===== config.mk =====
export PLATFORM = sky130hd
export DESIGN_NAME = sccomp_run_ctrl
export DESIGN_NICKNAME = d
export VERILOG_FILES = /design/src/rtl/sccomp_run_ctrl.sv
export SDC_FILE = /design/constraint.sdc
export NUM_CORES = 1
export LEC_CHECK = 0
export ABC_CLOCK_PERIOD_IN_PS = 19500
export CAP_MARGIN = 20
export CORE_UTILIZATION = 25
export CTS_CLUSTER_DIAMETER = 120
export DETAILED_ROUTE_END_ITERATION = 8
export PLACE_DENSITY_LB_ADDON = 0.15
export SETUP_SLACK_MARGIN = 0.3
export SLEW_MARGIN = 20
export SYNTH_ARGS = -nofsm -noshare
export SYNTH_HDL_FRONTEND = slang
export SYNTH_SLANG_ARGS = --single-unit

===== constraint.sdc =====
create_clock -name clk -period 19.5 [get_ports clk]
set_input_delay 3.9 -clock clk [delete_from_list [all_inputs] [get_ports clk]]
set_output_delay 3.9 -clock clk [all_outputs]
set_load 0.005 [all_outputs]

===== src/rtl/sccomp_run_ctrl.sv =====
// Run controller for the single-cycle CPU: sequences CPU reset, gates execution
// with a clock enable (free-run or single-step) and captures {pc,inst} traces.
module sccomp_run_ctrl #(
  parameter int WIDTH         = 32,
  parameter int TRACE_DEPTH   = 16,
  parameter int RST_HOLD      = 2,
  parameter int CNT_W         = 16,
  parameter int STALL_ON_FULL = 1
) (
  input  logic                 clk,
  input  logic                 clrn,
  input  logic                 start,
  input  logic                 abort,
  input  logic                 step_mode,
  input  logic                 step,
  input  logic [CNT_W-1:0]     max_cycles,
  input  logic [WIDTH-1:0]     pc,
  input  logic [WIDTH-1:0]     inst,
  output logic                 cpu_clrn,
  output logic                 cpu_en,
  output logic                 running,
  output logic                 done,
  output logic [CNT_W-1:0]     cycle_cnt,
  input  logic                 tr_rd,
  output logic [2*WIDTH-1:0]   tr_data,
  output logic                 tr_empty,
  output logic                 tr_full,
  output logic                 tr_ovf
);

  localparam int AW = $clog2(TRACE_DEPTH);
  localparam int HW = $clog2(RST_HOLD + 1);

  typedef enum logic [2:0] {S_IDLE, S_RESET, S_RUN, S_STEP, S_DONE} state_t;

  state_t               state, state_nx;
  logic [HW-1:0]        hold_cnt;
  logic                 mode_q;
  logic [CNT_W-1:0]     max_q;
  logic [CNT_W-1:0]     cnt_inc;
  logic                 at_max;
  logic                 restart;
  logic                 stall;
  logic                 push_ok;
  logic                 pop;
  logic [AW:0]          wr_ptr, rd_ptr;
  logic [2*WIDTH-1:0]   mem [TRACE_DEPTH];

  assign tr_empty = (wr_ptr == rd_ptr);
  assign tr_full  = (wr_ptr[AW] != rd_ptr[AW]) && (wr_ptr[AW-1:0] == rd_ptr[AW-1:0]);
  assign stall    = (STALL_ON_FULL != 0) && tr_full && !tr_rd;
  assign push_ok  = cpu_en && (!tr_full || tr_rd);
  assign pop      = tr_rd && !tr_empty;
  assign tr_data  = tr_empty ? '0 : mem[rd_ptr[AW-1:0]];

  assign cnt_inc  = cycle_cnt + CNT_W'(1);
  assign at_max   = (max_q != '0) && (cnt_inc == max_q);
  // A start while the CPU is already being reset is ignored; abort always wins.
  assign restart  = start && !abort && (state != S_RESET);

  always_comb begin
    state_nx = state;
    cpu_en   = 1'b0;
    running  = 1'b0;
    done     = 1'b0;
    case (state)
      S_IDLE:  if (start) state_nx = S_RESET;
      S_RESET: if (hold_cnt == HW'(1)) state_nx = mode_q ? S_STEP : S_RUN;
      S_RUN: begin
        running = 1'b1;
        cpu_en  = !stall;
        if (cpu_en && at_max) state_nx = S_DONE;
      end
      S_STEP: begin
        running = 1'b1;
        cpu_en  = step && !stall;
        if (cpu_en && at_max) state_nx = S_DONE;
      end
      S_DONE:  done = 1'b1;
      default: state_nx = S_IDLE;
    endcase
    if (restart) state_nx = S_RESET;
    if (abort)   state_nx = S_IDLE;
  end

  always_ff @(posedge clk or negedge clrn) begin
    if (!clrn) begin
      state     <= S_IDLE;
      cpu_clrn  <= 1'b0;
      hold_cnt  <= '0;
      mode_q    <= 1'b0;
      max_q     <= '0;
      cycle_cnt <= '0;
      tr_ovf    <= 1'b0;
    end else begin
      state    <= state_nx;
      // CPU stays out of reset through DONE so its state can be inspected.
      cpu_clrn <= (state_nx == S_RUN) || (state_nx == S_STEP) || (state_nx == S_DONE);
      if (state == S_RESET) hold_cnt <= hold_cnt - HW'(1);
      if (cpu_en && !push_ok) tr_ovf <= 1'b1;
      if (cpu_en && (cycle_cnt != '1)) cycle_cnt <= cnt_inc;
      if (restart) begin
        hold_cnt  <= HW'(RST_HOLD);
        mode_q    <= step_mode;
        max_q     <= max_cycles;
        cycle_cnt <= '0;
        tr_ovf    <= 1'b0;
      end
    end
  end

  always_ff @(posedge clk or negedge clrn) begin
    if (!clrn) begin
      wr_ptr <= '0;
      rd_ptr <= '0;
    end else begin
      if (push_ok) wr_ptr <= wr_ptr + (AW+1)'(1);
      if (pop)     rd_ptr <= rd_ptr + (AW+1)'(1);
    end
  end

  always_ff @(posedge clk) begin
    if (push_ok) mem[wr_ptr[AW-1:0]] <= {pc, inst};
  end

endmodule

==> run metrics <==
outcome complete, but fails checks; failing checks design-rule violations; Worst-Skew Late Latency 740 ps; CP Capture Type primary output; Least-Margin Pin Slew between 900 and 1000 ps; initial core utilization 25.2%; area grow syn2layout 19.9%; core area 165000 um^2; post-synth top area share about three quarters; fin crit share 50.5%; Total Neg Setup Slack 0 ps; initial antenna violation count 16; share of flip-flops with an asynchronous set or reset 4.66%; worst vdd ir 0.000100 V; vias per cell 4.40; cell row count between 100 and 150; drt first-iter violations between 1000 and 1500; Leak Pwr 0.0153 uW; die footprint 168000 um^2; routability congestion estimate 0.713; min Tclk post-route 9840 ps; Sink Count between 1000 and 1500; clock transition at the registers of the reported paths 50 ps; area of the mapped netlist 41700 um^2; Fmax 102 MHz; Mean Syn Cell Area 23.4 um^2; Max-cap violations 0; RSZ-0062 raised after global routing no; fin cells ~4300; setup slack, reg-to-reg 15110 ps; cell taking the most area after synthesis edfxtp_1; Inst Count DP 4092; CTS root buffer clkbuf_16; CTS tree yes; Syn Nets 1879; top_reg_cell synth edfxtp_1; nature of the critical path startpoint primary input; CTS max path bufs 3; final net count 2121; die width 410 um; DRT Wirelength 110000 um; total grt overflow 0; global-route wire length before repair 157000 um; P per Cell Area 134 nW/um^2; share of layout cells above drive strength 1 between 20 and 30%; cts bufs inserted 121; EDFF count, synth 1024; Worst path slowest cell clkdlybuf4s50_1; CP cell instances clkdlybuf4s50_1 > o311ai_4 > buf_4 > clkinv_1 > clkdlybuf4s50_1; Most Frequent Cell on Critical Path clkdlybuf4s50_1; Synth cell types 51; drc violations 16; crit path kind in2out; max_slew headroom 34.1%; PortBufs 173; GRT Total Usage 13.1%; CP required approximately 16000 ps; CTS H-Tree Depth 3; number of global-route vias before repair about 21000; post_cts resized 0; # IOs roughly 170; Commonest cells post-synth 1024 x edfxtp_1, 320 x mux4_2, 70 x nor2b_1, 53 x clkbuf_1, 50 x dfrtp_1; CP top delay family buffers and inverters; Synth Warn # 0; Worst Path Buf+Inv 4; Hold Buf Count CTS 0; Setup-failing EPs final 0; drt pass-1 iters 9; die height 410 um; final hold vios 0; largest fanout on the critical path 22; setup bufs post-CTS 0; vias post-DR 19000; max incr delay on CP 580 ps; DR WL/cell around 25 um; register area share after synthesis between 70% and 80%; Final ANT Viol Nets 0; Worst EP arrival between 5000 and 6000 ps; Final HPWL DP between 50000 and 60000 um; cell with the most instances after synthesis edfxtp_1; largest net degree at the start of global routing 98; cell count after synthesis 1785; fin. max-slew vios 0; clock skew between 30 and 40 ps; cells taking the most area after synthesis edfxtp_1 74%, mux4_2 17%, dfrtp_1 3.0%, nor2b_1 1.1%, xnor2_1 0.71%; #FFs+latches synth roughly 1100; HP Class reg2reg
worst paths after layout:
check                                        startpoint                       to  depth (start not counted)
worst max-delay path                              tr_rd                   cpu_en                          5
min in group asynchronous                          clrn       mode_q$_DFFE_PN0P_                          2
max in group asynchronous                          clrn    rd_ptr[2]$_DFFE_PN0P_                          2
worst min register to register  hold_cnt[0]$_DFFE_PN0P_  hold_cnt[0]$_DFFE_PN0P_                          1
worst max register to register    rd_ptr[1]$_DFFE_PN0P_     mem[7][57]$_DFFE_PP_                          9
worst min-delay path            hold_cnt[0]$_DFFE_PN0P_  hold_cnt[0]$_DFFE_PN0P_                          1
cells in the final DEF (no fill, tap or decap), types with 2 or more instances in the layout:
cell type / n
nor2_1: 23
clkinv_1: 37
a21oi_1: 4
and3_1: 3
a211oi_1: 2
diode_2: 4
inv_6: 2
nand4_1: 9
inv_1: 5
edfxtp_1: 1024
and3_4: 4
nor3b_1: 4
and4_1: 3
xor2_1: 15
buf_4: 40
clkinvlp_4: 7
clkbuf_16: 123
nor3b_2: 4
bufinv_16: 8
nor4_1: 12
dfrtp_4: 4
o21ai_0: 8
clkinv_2: 26
nor2b_1: 70
dfrtp_1: 46
ha_1: 7
clkdlybuf4s50_1: 172
nand2b_1: 2
mux2_2: 18
and4_4: 4
nand2_1: 15
clkbuf_1: 20
nor4b_2: 4
nand3_1: 8
nor3_1: 12
xnor2_1: 34
mux4_2: 320
worst register-to-register path: cells and delay by family (launching register included):
kind	cells	cell delay (ps)
DFF	1	1010
xor gates and xnor gates	1	160
buffers and inverters	4	1810
AOI/OAI and AO/OA	1	110
and+or+nand+nor	3	820
power breakdown:
group / leakage (uW) / total (uW) / switching, uW / internal [uW]
sequential: 0.00983 / 2690 / 120 / 2570
combinational: 0.00366 / 1840 / 798 / 1050
clock: 0.00185 / 2180 / 927 / 1250
total: 0.0153 / 6710 / 1850 / 4870
layout make-up:
cell class,count,area [um^2]
flip-flops and latches,1074,32000
multi-input cells,609,9350
diodes,4,10.0
repair buffers,215,2070
well taps,2189,2740
inverters,6,22.5
fillers,15900,115000
clock buffers,143,3150
clock inverters,82,642
state kept, by name, summed over array words and instances (netlist names):
| signal | flops |
|---|---|
| cpu_clrn | 1 |
| cycle_cnt | 16 |
| hold_cnt | 2 |
| max_q | 16 |
| mem | 1024 |
| mode_q | 1 |
| rd_ptr | 5 |
| state | 3 |
| tr_ovf | 1 |
| wr_ptr | 5 |
stage by stage:
step           utilization (%)  hold WS (ps)  total power (uW)  worst slack [ps]  area (um^2)
4_1_cts                   30.2           498              6870              9620        50000
6_report                  30.2           491              6710              9660        50000
3_5_place_dp              27.9           490              4650              9630        46200
3_3_place_gp              27.9           468              4640              9680        46200
2_1_floorplan                -           455              3840              7840        41700
5_1_grt                   30.2           519              7030              9530        50000
cells by family after synthesis:
kind of cell,count (synthesis),synth area share [%]
fa+ha+maj,7,0.210
buf+inv,102,1.07
xor+xnor,50,1.09
simple gates,186,2.66
mux,339,17.8
compound gates,27,0.459
flops,1074,76.7
layer usage:
metal  global-route usage (%)  wire length, um
met5                        0               81
met4                     2.90             2100
met3                     2.41             3960
met2                     22.8            56800
met1                     16.7            46600
Note: power is estimated with default switching activity, not from simulation.
